### src/rtl/timer_counter_core.sv
// ---------------------------------------------------------------------------
// timer_counter_core
//
// Counter datapath for one timer channel. Takes the timer's control fields
// from the register block, counts on either an internal prescaled tick or a
// synchronised external tick, and returns the live count for readback along
// with match/overflow pulses and a sticky interrupt.
//
// Parameters
//   PRESCALE_p      internal tick period in clk cycles (>= 1)
//   PRESC_BW_p      prescaler counter width (PRESCALE_p < 2**PRESC_BW_p)
//
// Ports
//   clk              clock, all logic on its rising edge
//   rst              synchronous active-high reset
//   i_en             counter enable
//   i_reload         1 = auto-reload on match, 0 = one-shot
//   i_count_up       1 = increment, 0 = decrement
//   i_src            tick source: 0 = prescaler, 1 = external tick edge
//   i_load_value     start / reload value
//   i_compare_value  match value
//   i_ext_tick       external or cascade tick, may be asynchronous
//   i_irq_clr        single-cycle pulse clearing o_irq
//   o_value          current count
//   o_match          single-cycle pulse on compare match
//   o_ovf            single-cycle pulse on wrap-around
//   o_irq            sticky interrupt, set by a match
//   o_running        high while the counter is in RUN
// ---------------------------------------------------------------------------
module timer_counter_core #(
    parameter int PRESCALE_p = 1,
    parameter int PRESC_BW_p = 16
) (
    input  logic        clk,
    input  logic        rst,
    input  logic        i_en,
    input  logic        i_reload,
    input  logic        i_count_up,
    input  logic        i_src,
    input  logic [31:0] i_load_value,
    input  logic [31:0] i_compare_value,
    input  logic        i_ext_tick,
    input  logic        i_irq_clr,
    output logic [31:0] o_value,
    output logic        o_match,
    output logic        o_ovf,
    output logic        o_irq,
    output logic        o_running
);

    typedef enum logic [1:0] {
        IDLE = 2'd0,
        RUN  = 2'd1,
        DONE = 2'd2
    } state_e;

    localparam logic [PRESC_BW_p-1:0] PrescMax = PRESC_BW_p'(PRESCALE_p - 1);

    state_e                state_q;
    logic [31:0]           value_q;
    logic [PRESC_BW_p-1:0] prescCnt_q;
    logic                  enPrev_q;
    logic                  srcPrev_q;
    logic                  syncMeta_q;
    logic                  syncOut_q;
    logic                  syncEdge_q;
    logic                  match_q;
    logic                  ovf_q;
    logic                  irq_q;
    logic                  running_q;

    logic                  tickPresc;
    logic                  tickExt;
    logic                  tick;
    logic                  matchEvent;
    logic [31:0]           stepValue_d;
    logic                  stepWrap_d;

    // The tick source is taken from the registered select, so a change of
    // i_src only steers ticks from the following cycle on.
    assign tickPresc  = (prescCnt_q == PrescMax);
    assign tickExt    = syncOut_q & ~syncEdge_q;
    assign tick       = srcPrev_q ? tickExt : tickPresc;

    // A match is only honoured while enabled and running; disabling wins.
    assign matchEvent = i_en && (state_q == RUN) && tick &&
                        (value_q == i_compare_value);

    // Stepped value and wrap detection, evaluated on the pre-step count.
    always_comb begin
        stepValue_d = value_q;
        stepWrap_d  = 1'b0;
        if (i_count_up) begin
            stepValue_d = value_q + 32'd1;
            stepWrap_d  = (value_q == 32'hFFFF_FFFF);
        end else begin
            stepValue_d = value_q - 32'd1;
            stepWrap_d  = (value_q == 32'h0000_0000);
        end
    end

    always_ff @(posedge clk) begin
        if (rst) begin
            state_q    <= IDLE;
            value_q    <= '0;
            prescCnt_q <= '0;
            enPrev_q   <= 1'b0;
            srcPrev_q  <= 1'b0;
            syncMeta_q <= 1'b0;
            syncOut_q  <= 1'b0;
            syncEdge_q <= 1'b0;
            match_q    <= 1'b0;
            ovf_q      <= 1'b0;
            irq_q      <= 1'b0;
            running_q  <= 1'b0;
        end else begin
            enPrev_q   <= i_en;
            srcPrev_q  <= i_src;
            syncMeta_q <= i_ext_tick;
            syncOut_q  <= syncMeta_q;
            syncEdge_q <= syncOut_q;

            // Pulses and the prescaler default to zero; only the branches
            // below that need them keep them alive.
            match_q    <= 1'b0;
            ovf_q      <= 1'b0;
            prescCnt_q <= '0;

            if (!i_en) begin
                state_q   <= IDLE;
                running_q <= 1'b0;
            end else begin
                case (state_q)
                    IDLE: begin
                        if (!enPrev_q) begin
                            state_q   <= RUN;
                            running_q <= 1'b1;
                            value_q   <= i_load_value;
                        end
                    end
                    RUN: begin
                        // The prescaler idles at zero on the external source
                        // and restarts whenever the source select moves.
                        if (!srcPrev_q && !tickPresc && (i_src == srcPrev_q)) begin
                            prescCnt_q <= prescCnt_q + PRESC_BW_p'(1);
                        end
                        if (tick) begin
                            if (matchEvent) begin
                                match_q <= 1'b1;
                                if (i_reload) begin
                                    value_q <= i_load_value;
                                end else begin
                                    state_q   <= DONE;
                                    running_q <= 1'b0;
                                end
                            end else begin
                                value_q <= stepValue_d;
                                ovf_q   <= stepWrap_d;
                            end
                        end
                    end
                    DONE: begin
                        running_q <= 1'b0;
                    end
                    default: begin
                        state_q   <= IDLE;
                        running_q <= 1'b0;
                    end
                endcase
            end

            // A new match beats a simultaneous clear.
            if (matchEvent) begin
                irq_q <= 1'b1;
            end else if (i_irq_clr) begin
                irq_q <= 1'b0;
            end
        end
    end

    assign o_value   = value_q;
    assign o_match   = match_q;
    assign o_ovf     = ovf_q;
    assign o_irq     = irq_q;
    assign o_running = running_q;

endmodule
### config.mk
export PLATFORM = sky130hd
export DESIGN_NAME = timer_counter_core
export DESIGN_NICKNAME = d
export VERILOG_FILES = /design/src/rtl/timer_counter_core.sv
export SDC_FILE = /design/constraint.sdc
export NUM_CORES = 1
export LEC_CHECK = 0
export CAP_MARGIN = 20
export CELL_PAD_IN_SITES_DETAIL_PLACEMENT = 0
export CELL_PAD_IN_SITES_GLOBAL_PLACEMENT = 1
export CORE_MARGIN = 10
export CORE_UTILIZATION = 38
export DETAILED_ROUTE_END_ITERATION = 12
export GPL_TIMING_DRIVEN = 0
export PLACE_DENSITY = 0.88
export RECOVER_POWER = 100
export SLEW_MARGIN = 20
export SYNTH_ARGS = -nofsm -noshare
export SYNTH_HDL_FRONTEND = slang
export SYNTH_SLANG_ARGS = --single-unit
### constraint.sdc
create_clock -name clk -period 5.7 [get_ports clk]
set_input_delay 1.14 -clock clk [delete_from_list [all_inputs] [get_ports clk]]
set_output_delay 1.14 -clock clk [all_outputs]
set_load 0.02 [all_outputs]
==> Yosys cells after proc, flatten, opt, wreduce, memory -nomap -nowiden <==
Cells that the tools add are included.
{ "word_totals": {"reg_bits": 59, "elab_cells": 72, "in_bits": 72} }
{ "classes": {"n_bitwise": 7, "n_eq_ne": 10, "n_addsub": 3, "n_mux": 21, "reduce_logical": 19} }
{ "ops": {"columns": ["operator", "n"], "rows": [
  ["$mux W32", 5],
  ["$pmux W32 S2", 1],
  ["$add A32 B1 Y32 const B", 1],
  ["$eq A32 B32 Y1", 1],
  ["$eq A32 B32 Y1 const B", 1],
  ["$logic_not A32 Y1", 1],
  ["$sub A32 B1 Y32 const B", 1],
  ["$add A16 B1 Y16 const B", 1],
  ["$logic_not A16 Y1", 1],
  ["$reduce_and A5 Y1", 2],
  ["$mux W1", 9],
  ["$mux W2", 4],
  ["$ne A2 B2 Y1 const B", 4],
  ["$reduce_or A4 Y1", 2],
  ["$not A1 Y1", 6],
  ["$pmux W2 S3", 1],
  ["$logic_and A1 B1 Y1", 5],
  ["$reduce_or A5 Y1", 1],
  ["$reduce_and A4 Y1", 1],
  ["$reduce_bool A2 Y1", 2],
  ["$ne A3 B3 Y1 const B", 1],
  ["$eq A2 B1 Y1 const B", 1],
  ["$eq A2 B2 Y1 const B", 1],
  ["$logic_not A1 Y1", 2],
  ["other kinds (5)", 5]
]} }

==> Depth between registers and ports, before layout <==
Gate-level depths: netlist of the first run.
{ "depth": {"ltp_word": 8, "mapped_depth": 13, "ltp_nobuf": 11} }

==> Worst setup path before layout of the first run <==
OpenSTA, ideal clock, no wires.
{ "synth_timing": {"path_kind": "input to register", "startpoint": "input i_count_up", "endpoint": "register value_q[21], in the netlist o_value[21]", "n_path_buf": 2, "required_ps": 5619, "stages": 12, "slack_ps": 1330, "t_arrival_ps": 4289, "cell_sequence": "clkbuf_1 -> inv_1 -> ha_1 -> clkbuf_1 -> a21o_1 -> a21o_1 -> or3_1 -> o211ai_2 -> a21oi_1 -> or4b_1 -> a41o_1 -> a211oi_2"} }
{ "synth_between": {"elab_chain_len": 4} }
{ "synth_rtl": {"columns": ["item", "line_no", "text"], "rows": [
  ["start: declaration", "38", "input logic i_count_up,"],
  ["$mux W32", "93", "if (i_count_up) begin"],
  ["$mux W32", "148", "if (matchEvent) begin"],
  ["$mux W32", "147", "if (tick) begin"],
  ["$pmux W32 S2", "133", "case (state_q)"],
  ["end signal: assignment", "138", "value_q <= i_load_value;"],
  ["end signal: assignment", "151", "value_q <= i_load_value;"],
  ["end signal: assignment", "157", "value_q <= stepValue_d;"],
  ["end: declaration", "60", "logic [31:0] value_q;"]
]} }
No other way between the ends. The select of a mux whose other input is x is not followed.
A chain may end at the register's enable or synchronous reset.

==> Worst setup path in the final report of the first run <==
{ "layout_timing": {"startpoint": "input i_count_up", "endpoint": "register value_q[23], in the netlist o_value[23]"} }
The elaborated chain is that of the path after synthesis.

==> results of run 1 <==
## logic make-up after synthesis
group | synth area share (%)
AOI/OAI and AO/OA | 23.69
xor gates and xnor gates | 12.21
adders and majority gates | 8.748
buffers and inverters | 3.567
DFF | 24.58
muxes | 5.676
and+or+nand+nor | 21.53
## metal layers
metal | wire [um] | track usage, % | vias to the layer above | part of all wire (%)
met1 | 7206 | 22.28 | 2257 | 44
met4 | 318 | 5.196 | 0 | 1.9
li1 | - | - | 2369 | -
met5 | 0 | 0 | - | 0
met2 | 8020 | 31.62 | 158 | 49
met3 | 988 | 5.223 | 20 | 6.0
## area by class of cell
class,instances,area (um^2)
multi-input cells,484,3412
clock buffers,9,225.2
flip-flops and latches,59,1181
fillers,1243,6163
plain buffers,19,107.6
repair buffers,107,1071
clock inverters,7,77.57
well taps,172,215.2
inverters,17,63.81
## how the worst max path moves through the flow
stage                           from     endpoint  slack, ns
final                     i_count_up  o_value[23]       0.45
after global routing      i_count_up  o_value[23]       0.26
after CTS                 i_count_up  o_value[23]       0.64
after detailed placement  i_count_up  o_value[23]       0.31
after global placement    i_count_up  o_value[23]     -0.004
after floorplan           i_count_up  o_value[21]       1.33
## power by group through the flow
stage	clock, mW	sequential (mW)	combinational (mW)
finish	0.553	0.484	0.506
global route	0.582	0.488	0.552
CTS	0.563	0.484	0.515
detailed placement	0	0.493	0.511
global placement	0	0.492	0.504
floorplan	0	0.502	0.311
## synth_stat cells (3+ instances only)
library cell and count:
a21oi_1 39, o31ai_1 3, o21bai_1 5, o21ai_1 3
inv_1 17, nand4_1 15, ha_1 32, nor4_1 21
buf_6 4, o21a_1 7, a31oi_1 4, nand2_1 26
xnor2_1 21, and3_1 10, nor2_1 63, and2_1 3
or4_1 3, clkbuf_1 12, dfxtp_1 59, nand2b_1 7
mux2i_1 25, nor2b_1 11, nand3b_1 4, nor3_1 8
a211oi_2 22, xor2_1 46, a211o_1 3, o21ai_0 25
a21o_1 20, nand3_1 20, a211oi_1 5
## flip-flops by register name (all words and copies together) (netlist names)
name and count:
syncOut_q 1, o_match 1, o_running 1, srcPrev_q 1
prescCnt_q 16, o_irq 1, syncEdge_q 1, state_q 2
enPrev_q 1, o_ovf 1, syncMeta_q 1, o_value 32
## metrics by stage
stage                     hold slack [ns]  setup WS, ns
after floorplan                    0.4138         1.330
after global placement             0.4344     -0.003735
after detailed placement           0.4295        0.3072
after CTS                          0.4391        0.6395
after global routing               0.4699        0.2592
final                              0.4364        0.4488
## cell usage in the layout (no fill, tap or decap), types with 9 or more instances in the layout
| master | Yosys | routed |
|---|---|---|
| a211oi_2 | 22 | 16 |
| nor2_1 | 63 | 63 |
| nor4_1 | 21 | 21 |
| a21oi_1 | 39 | 39 |
| a211oi_1 | 5 | 11 |
| dfxtp_1 | 59 | 59 |
| xnor2_1 | 21 | 21 |
| dlygate4sd3_1 | 0 | 39 |
| mux2i_1 | 25 | 25 |
| clkbuf_16 | 0 | 9 |
| and3_1 | 10 | 10 |
| xor2_1 | 46 | 46 |
| o21ai_0 | 25 | 26 |
| nand3_1 | 20 | 20 |
| nand2_1 | 26 | 26 |
| clkdlybuf4s50_1 | 0 | 68 |
| ha_1 | 32 | 32 |
| clkbuf_1 | 12 | 12 |
| a21o_1 | 20 | 20 |
| nand4_1 | 15 | 15 |
| inv_1 | 17 | 16 |
| nor2b_1 | 11 | 11 |
==> results by group, run 1 <==
GRT
  – First-pass GRT wire length: ~26000 um
  – Vias in the first global route: just under 5k
  – Final global-route overflow total: 0
  – Antenna violations before repair: 0
  – GRT Util Overall: a little under a fifth
  – Largest net degree at the start of global routing: 33

Setup path
  – Crit path max-delay cell type: dlygate4sd3_1
  – FF-to-FF path depth: 10
  – Reg2reg end: o_value[23]
  – Setup crit end kind: register
  – CP top delay family: compound AO/OA/AOI/OAI gates
  – CP arrival: around 5.5 ns
  – Crit Path Class: in2reg
  – Crit path launch type: input port
  – WP buf/inv: 3
  – Required @ worst endpoint: between 5 and 6 ns
  – Worst-path maximum fanout: 32
  – Number of cells on the critical path: 13
  – CP max stage delay: around 0.60 ns
  – Sequence of cells on the critical path: dlygate4sd3_1 > clkbuf_1 > inv_2 > ha_1 > nand2_1 > nor3_1 > nand3_1 > o21ai_0 > o211ai_1 > a31oi_1 > xor2_1 > mux2i_1 > a211oi_2
  – Internal reg-to-reg setup slack: ~2.3 ns
  – Reg2reg start: o_value[11]

Timing
  – Final Hold Vio Count: 0
  – Max Clk Rate: ~0.19 GHz
  – Final Max Tran Viols: 0
  – Post-route minimum period: between 5 and 6 ns
  – Final worst path period share: slightly above 90%
  – Final setup fails: 0
  – RSZ-0062 raised after global routing: false
  – Slew HR: between 30% and 40%
  – TNS Setup: 0 ns
  – Clock skew: 0.007139 ns
  – Worst-Margin Slew: roughly 0.91 ns

Synthesis
  – Post-synth top area cell: dfxtp_1
  – Part of the Yosys area used for sequential elements: 24.58%
  – EDFF count, synth: 0
  – Avg Inst Size Synth: 8.300 um^2
  – Dominant cells by area after synthesis: dfxtp_1 (25%), xor2_1 (8.4%), ha_1 (8.3%)
  – Syn_nets: roughly 700
  – Commonest register cell after synthesis: dfxtp_1
  – Yosys top cell area share: roughly a quarter
  – Fraction of registers with async set/reset: 0%
  – Synth Instances: just under 600
  – Yosys cell types: 59
  – YS warnings: 0
  – Synth Cell Area: roughly 4800 um^2
  – Register bit total from synthesis: 59

Route
  – Vias: a little under 5k
  – Initial DRC count: 294
  – Post-route ant nets: 0
  – Vias per cell: 5.497
  – DR WL/cell: around 19 um
  – DRC: 0
  – Wirelength, routed: around 17000 um
  – Drt pass-1 iters: 4

Floorplan
  – Die Area: between 15000 and 20000 um^2
  – Core footprint: about 13000 um^2
  – Initial Utilization: between 30% and 40%
  – Die H: approximately 130 um
  – Row count: 41
  – Die W: 132.5 um
  – Ports: between 100 and 150

Power and ir drop
  – Worst vdd rail ir drop: around 150 uV
  – Clock share of power: 35.8%
  – Cell internal pwr: approximately 1.0 mW
  – Pleak: 2.622 nW
  – Switch share: approximately a third
  – P_sw: around 0.53 mW
  – Total power: between 1.5 and 2 mW
  – Part of the power in combinational logic: approximately a third
  – Power density over the cells: approximately 240 nW/um^2
  – Reg power frac: between 30% and 40%

Placed design
  – GPL Wtd Cong: a little over 0.9
  – IO buf count: 107
  – Hpwl dp: between 10000 and 15000 um
  – Placed cell count: 858
  – DP Area: approximately 6000 um^2

Hold path
  – Hold-critical path depth: 1
  – Min-Delay Endpoint: syncOut_q
  – Worst Min Path Start: syncMeta_q
  – Hold Crit Class: reg2reg

Outcome
  – Outcome: finished clean

CTS
  – Cts hold-fix bufs: 0
  – Setup Fix Bufs, Post-CTS: 0
  – Worst-path clk slew: around 0.060 ns
  – Bufs on Longest Clock Path: 2
  – H-tree depth: 3
  – Post_cts resized: 0
  – TritonCTS Sinks: between 50 and 60
  – Root buffer cell: clkbuf_16
  – CTS buffer count: 9
  – Clock Latency Late Sink: 0.35 ns
  – CTS tree: done

Final layout
  – Ratio of cells with drive above 1 in the final layout: around 6.6%
  – Final Instance Area: 6354 um^2
  – Fin cells: roughly 900
  – Antenna diodes: 0
  – Fin nets: around 800
  – Final core utilization: just over 50%
  – Layout area overhead: 32.21%

Job
  – Max-cap violations: 0
Power figures use the tool's default switching activity.
==> run 2, diff against run 1 <==
Settings changed: ABC_AREA set to 1, CORE_UTILIZATION 38 to 36, CTS_CLUSTER_SIZE set to 10, SKIP_LAST_GASP set to 1.
==> results by group, run 2 <==
Floorplan
  – Core footprint: 16470 um^2 (was 12520 um^2)
  – Die H: 149.1 um (was 132.5 um)
  – Row count: 47 (was 41)
  – Die W: 149.1 um (was 132.5 um)
  – Initial Utilization: 36.45% (was 38.39%)
  – Ports: 108 (unchanged)
  – Die Area: 22240 um^2 (was 17550 um^2)

Synthesis
  – Yosys cell types: 38 (was 59)
  – Largest family of logic cells by synthesized area: simple AND/OR/NAND/NOR gates (was compound AO/OA/AOI/OAI gates)
  – Commonest register cell after synthesis: dfxtp_1 (unchanged)
  – Yosys top cell area share: 25.58% (was 24.58%)
  – Part of the Yosys area used for sequential elements: 19.68% (was 24.58%)
  – Commonest cells in the netlist: nand2_1 (409), inv_1 (196), nor2_1 (153) (was nor2_1 (63), dfxtp_1 (59), xor2_1 (46))
  – Post-synth top area cell: nand2_1 (was dfxtp_1)
  – Simple-gate share of the synthesized area: 46.84% (was 21.53%)
  – Fraction of registers with async set/reset: 0% (unchanged)
  – YS warnings: 0 (unchanged)
  – Avg Inst Size Synth: 5.442 um^2 (was 8.300 um^2)
  – Multiplexer share of the synthesized area: 0% (was 5.676%)
  – Post-synthesis adder-cell area fraction: 7.004% (was 8.748%)
  – Syn_nets: 1208 (was 684)
  – Dominant cells by area after synthesis: nand2_1 (26%), dfxtp_1 (20%), inv_1 (12%) (was dfxtp_1 (25%), xor2_1 (8.4%), ha_1 (8.3%))
  – Most common cell in the netlist: nand2_1 (was nor2_1)
  – Synth Instances: 1103 (was 579)
  – Synth Cell Area: 6002 um^2 (was 4806 um^2)
  – EDFF count, synth: 0 (unchanged)
  – Register bit total from synthesis: 59 (unchanged)
  – Synth Area in XOR/XNOR: 3.210% (was 12.21%)
  – Synth Area in Compound Gates: 8.484% (was 23.69%)

Power and ir drop
  – Cell internal pwr: 1.002 mW (was 1.010 mW)
  – Reg power frac: 30.7% (was 31.4%)
  – Worst vdd rail ir drop: 136.3 uV (was 154.2 uV)
  – P_sw: 0.5933 mW (was 0.5320 mW)
  – Switch share: 37.19% (was 34.49%)
  – Pleak: 4.031 nW (was 2.622 nW)
  – Total power: 1.595 mW (was 1.542 mW)
  – Part of the power in combinational logic: 35.8% (was 32.8%)
  – Power density over the cells: 210.2 nW/um^2 (was 242.8 nW/um^2)
  – Clock share of power: 33.5% (was 35.8%)

Timing
  – Final Max Tran Viols: 0 (unchanged)
  – Final Hold Vio Count: 0 (unchanged)
  – Slew HR: 19.87% (was 39.24%)
  – TNS Setup: 0 ns (unchanged)
  – Final worst path period share: 74.64% (was 92.13%)
  – RSZ-0062 raised after global routing: false (unchanged)
  – WHS: 0.4051 ns (was 0.4364 ns)
  – Clock skew: 0.007101 ns (was 0.007139 ns)
  – Post-route minimum period: 4.254 ns (was 5.251 ns)
  – Worst-Margin Slew: 1.191 ns (was 0.9115 ns)
  – Final setup fails: 0 (unchanged)
  – Max Clk Rate: 0.2351 GHz (was 0.1904 GHz)

Setup path
  – Crit path max-delay cell type: dlygate4sd3_1 (unchanged)
  – Crit Path Class: in2reg (unchanged)
  – CP arrival: 4.45 ns (was 5.51 ns)
  – CP top delay family: buffers and inverters (was compound AO/OA/AOI/OAI gates)
  – Crit-path most repeated cell: nand2_1
  – WP buf/inv: 3 (unchanged)
  – Setup crit end kind: register (unchanged)
  – Crit path launch type: input port (unchanged)
  – Worst-path maximum fanout: 30 (was 32)
  – Crit. Startpoint: i_count_up (unchanged)
  – Required @ worst endpoint: 5.90 ns (was 5.96 ns)
  – Reg2reg start: o_value[7] (was o_value[11])
  – Sequence of cells on the critical path: dlygate4sd3_1 > inv_1 > ha_1 > nand2_1 > nor2_1 > inv_1 > nor3_1 > nand2_1 > nand2_1 > nand2_1 > nand2_1 > nand2_1 > nand2_1 > nand2_1 > nand3_1 > a21oi_1 (was dlygate4sd3_1 > clkbuf_1 > inv_2 > ha_1 > nand2_1 > nor3_1 > nand3_1 > o21ai_0 > o211ai_1 > a31oi_1 > xor2_1 > mux2i_1 > a211oi_2)
  – CP max stage delay: 0.77 ns (was 0.60 ns)

Placed design
  – Placed cell count: 1429 (was 858)
  – IO buf count: 106 (was 107)
  – GPL Wtd Cong: 0.9650 (was 0.9358)
  – Hpwl dp: 17450 um (was 13030 um)

Final layout
  – Most common cell after layout, fill and taps aside: nand2_1 (was clkdlybuf4s50_1)
  – Fin cells: 1445 (was 874)
  – Filler cells: 1852 (was 1243)
  – Max FFs per register: 32 (unchanged)
  – Ratio of cells with drive above 1 in the final layout: 3.510% (was 6.553%)
  – Final core utilization: 46.10% (was 50.76%)
  – Antenna diodes: 0 (unchanged)
  – Multi-input logic area: 3902 um^2 (was 3412 um^2)
  – Fin nets: 1325 (was 802)
  – Layout area overhead: 26.47% (was 32.21%)
  – Most frequent cells in the layout: nand2_1 (410), inv_1 (197), nor2_1 (154) (was clkdlybuf4s50_1 (68), nor2_1 (63), dfxtp_1 (59))
  – Sequential Area: 1181 um^2 (unchanged)

Route
  – Wire length on met3: 1064 um (was 988 um)
  – Wirelength, routed: 20890 um (was 16530 um)
  – Drt pass-1 iters: 5 (was 4)
  – Post-route ant nets: 0 (unchanged)
  – Initial DRC count: 359 (was 294)
  – Vias per cell: 4.686 (was 5.497)
  – Met2 wire len: 9757 um (was 8020 um)
  – DRC: 0 (unchanged)
  – Met1 Wirelength: 9491 um (was 7206 um)
  – Vias: 6771 (was 4804)
  – Top layer in use: met4 (unchanged)
  – DR WL/cell: 14.46 um (was 18.92 um)

CTS
  – Bufs on Longest Clock Path: 2 (unchanged)
  – H-tree depth: 3 (unchanged)
  – Cts hold-fix bufs: 0 (unchanged)
  – Worst-path clk slew: 0.05 ns (was 0.06 ns)
  – Root buffer cell: clkbuf_16 (unchanged)
  – Post_cts resized: 0 (unchanged)
  – Clock Latency Late Sink: 0.34 ns (was 0.35 ns)
  – CTS tree: done (unchanged)
  – Setup Fix Bufs, Post-CTS: 0 (unchanged)
  – CTS buffer count: 9 (unchanged)
  – TritonCTS Sinks: 59 (unchanged)

GRT
  – Final global-route overflow total: 0 (unchanged)
  – First-pass GRT wire length: 33020 um (was 26300 um)
  – Antenna violations before repair: 1 (was 0)
  – Largest net degree at the start of global routing: 31 (was 33)
  – Vias in the first global route: 6478 (was 4914)
  – GRT Util Overall: 18.59% (was 18.57%)

Job
  – Max-cap violations: 0 (unchanged)

Outcome
  – Outcome: finished clean (unchanged)

Hold path
  – Hold Crit Class: reg2reg (unchanged)
  – Worst Min Path Start: syncMeta_q (unchanged)
[run 2: changes by cell type after synthesis, moves of 10 or more]
cell and change:
a211oi_2 -22, a21o_1 -19, inv_1 +179, mux2i_1 -25, nand2_1 +383, nand3_1 +22
nand4_1 +10, nor2_1 +90, nor2b_1 -11, nor4_1 -14, o21ai_1 +19, xor2_1 -42
[run 2: path summary, 6_finish.rpt]
kind | to | slack [ns] | cells past startpoint
setup reg to reg | o_value[0] | 3.02 | 14
hold reg to reg | syncOut_q | 0.41 | 2
setup / recovery | o_value[31] | 1.45 | 16
hold / removal | syncOut_q | 0.41 | 2
[run 2: area by class of cell]
type                       instances  area share [%]
buffer                            17           1.714
clock inverter                     4          0.6758
multi-input combinational        827           51.41
sequential                        59           15.56
inverter                         200           9.923
timing repair buffer             106           13.98
tap                              220           3.626
clock buffer                      12           3.115
[run 2: worst reg2reg max path, stage by stage (launching register included)]
cell      delay [ns]
dfxtp_1         0.52
inv_1           0.10
nand2_1         0.14
nand2_1         0.07
nor2_1          0.08
nand2_1         0.06
nor2_1          0.11
nand2_1         0.10
nor2_1          0.16
nand2_2         0.09
nand2_1         0.35
clkbuf_1        0.42
o21ai_0         0.20
nor2_1          0.11
nor2_1          0.05
[run 2: layer usage]
| metal | vias up | global-route usage, % |
|---|---|---|
| met5 | - | 0 |
| met4 | 0 | 6.575 |
| met3 | 37 | 2.731 |
| met2 | 164 | 32.05 |
| met1 | 2940 | 22.95 |
| li1 | 3630 | - |
[run 2: stage by stage]
stage / worst slack [ns] / area, um^2
2_1_floorplan: 2.496 / 6002
3_3_place_gp: 1.188 / 7338
3_5_place_dp: 1.560 / 7338
4_1_cts: 1.895 / 7626
5_1_grt: 1.144 / 7591
6_report: 1.446 / 7591
[run 2: power groups by stage]
stage	Combinational [mW]	Clock, mW	Sequential [mW]
after floorplan	0.355	0	0.496
after global placement	0.576	0	0.497
after detailed placement	0.579	0	0.497
after CTS	0.581	0.538	0.488
after global routing	0.643	0.556	0.492
final	0.571	0.534	0.490
[run 2: kinds of logic after synthesis]
family                   count (synthesis)
flip-flops                              59
XOR/XNOR                                22
AO/OA/AOI/OAI                           99
AND/OR/NAND/NOR                        673
buffers and inverters                  217
adder cells (fa/ha/maj)                 33
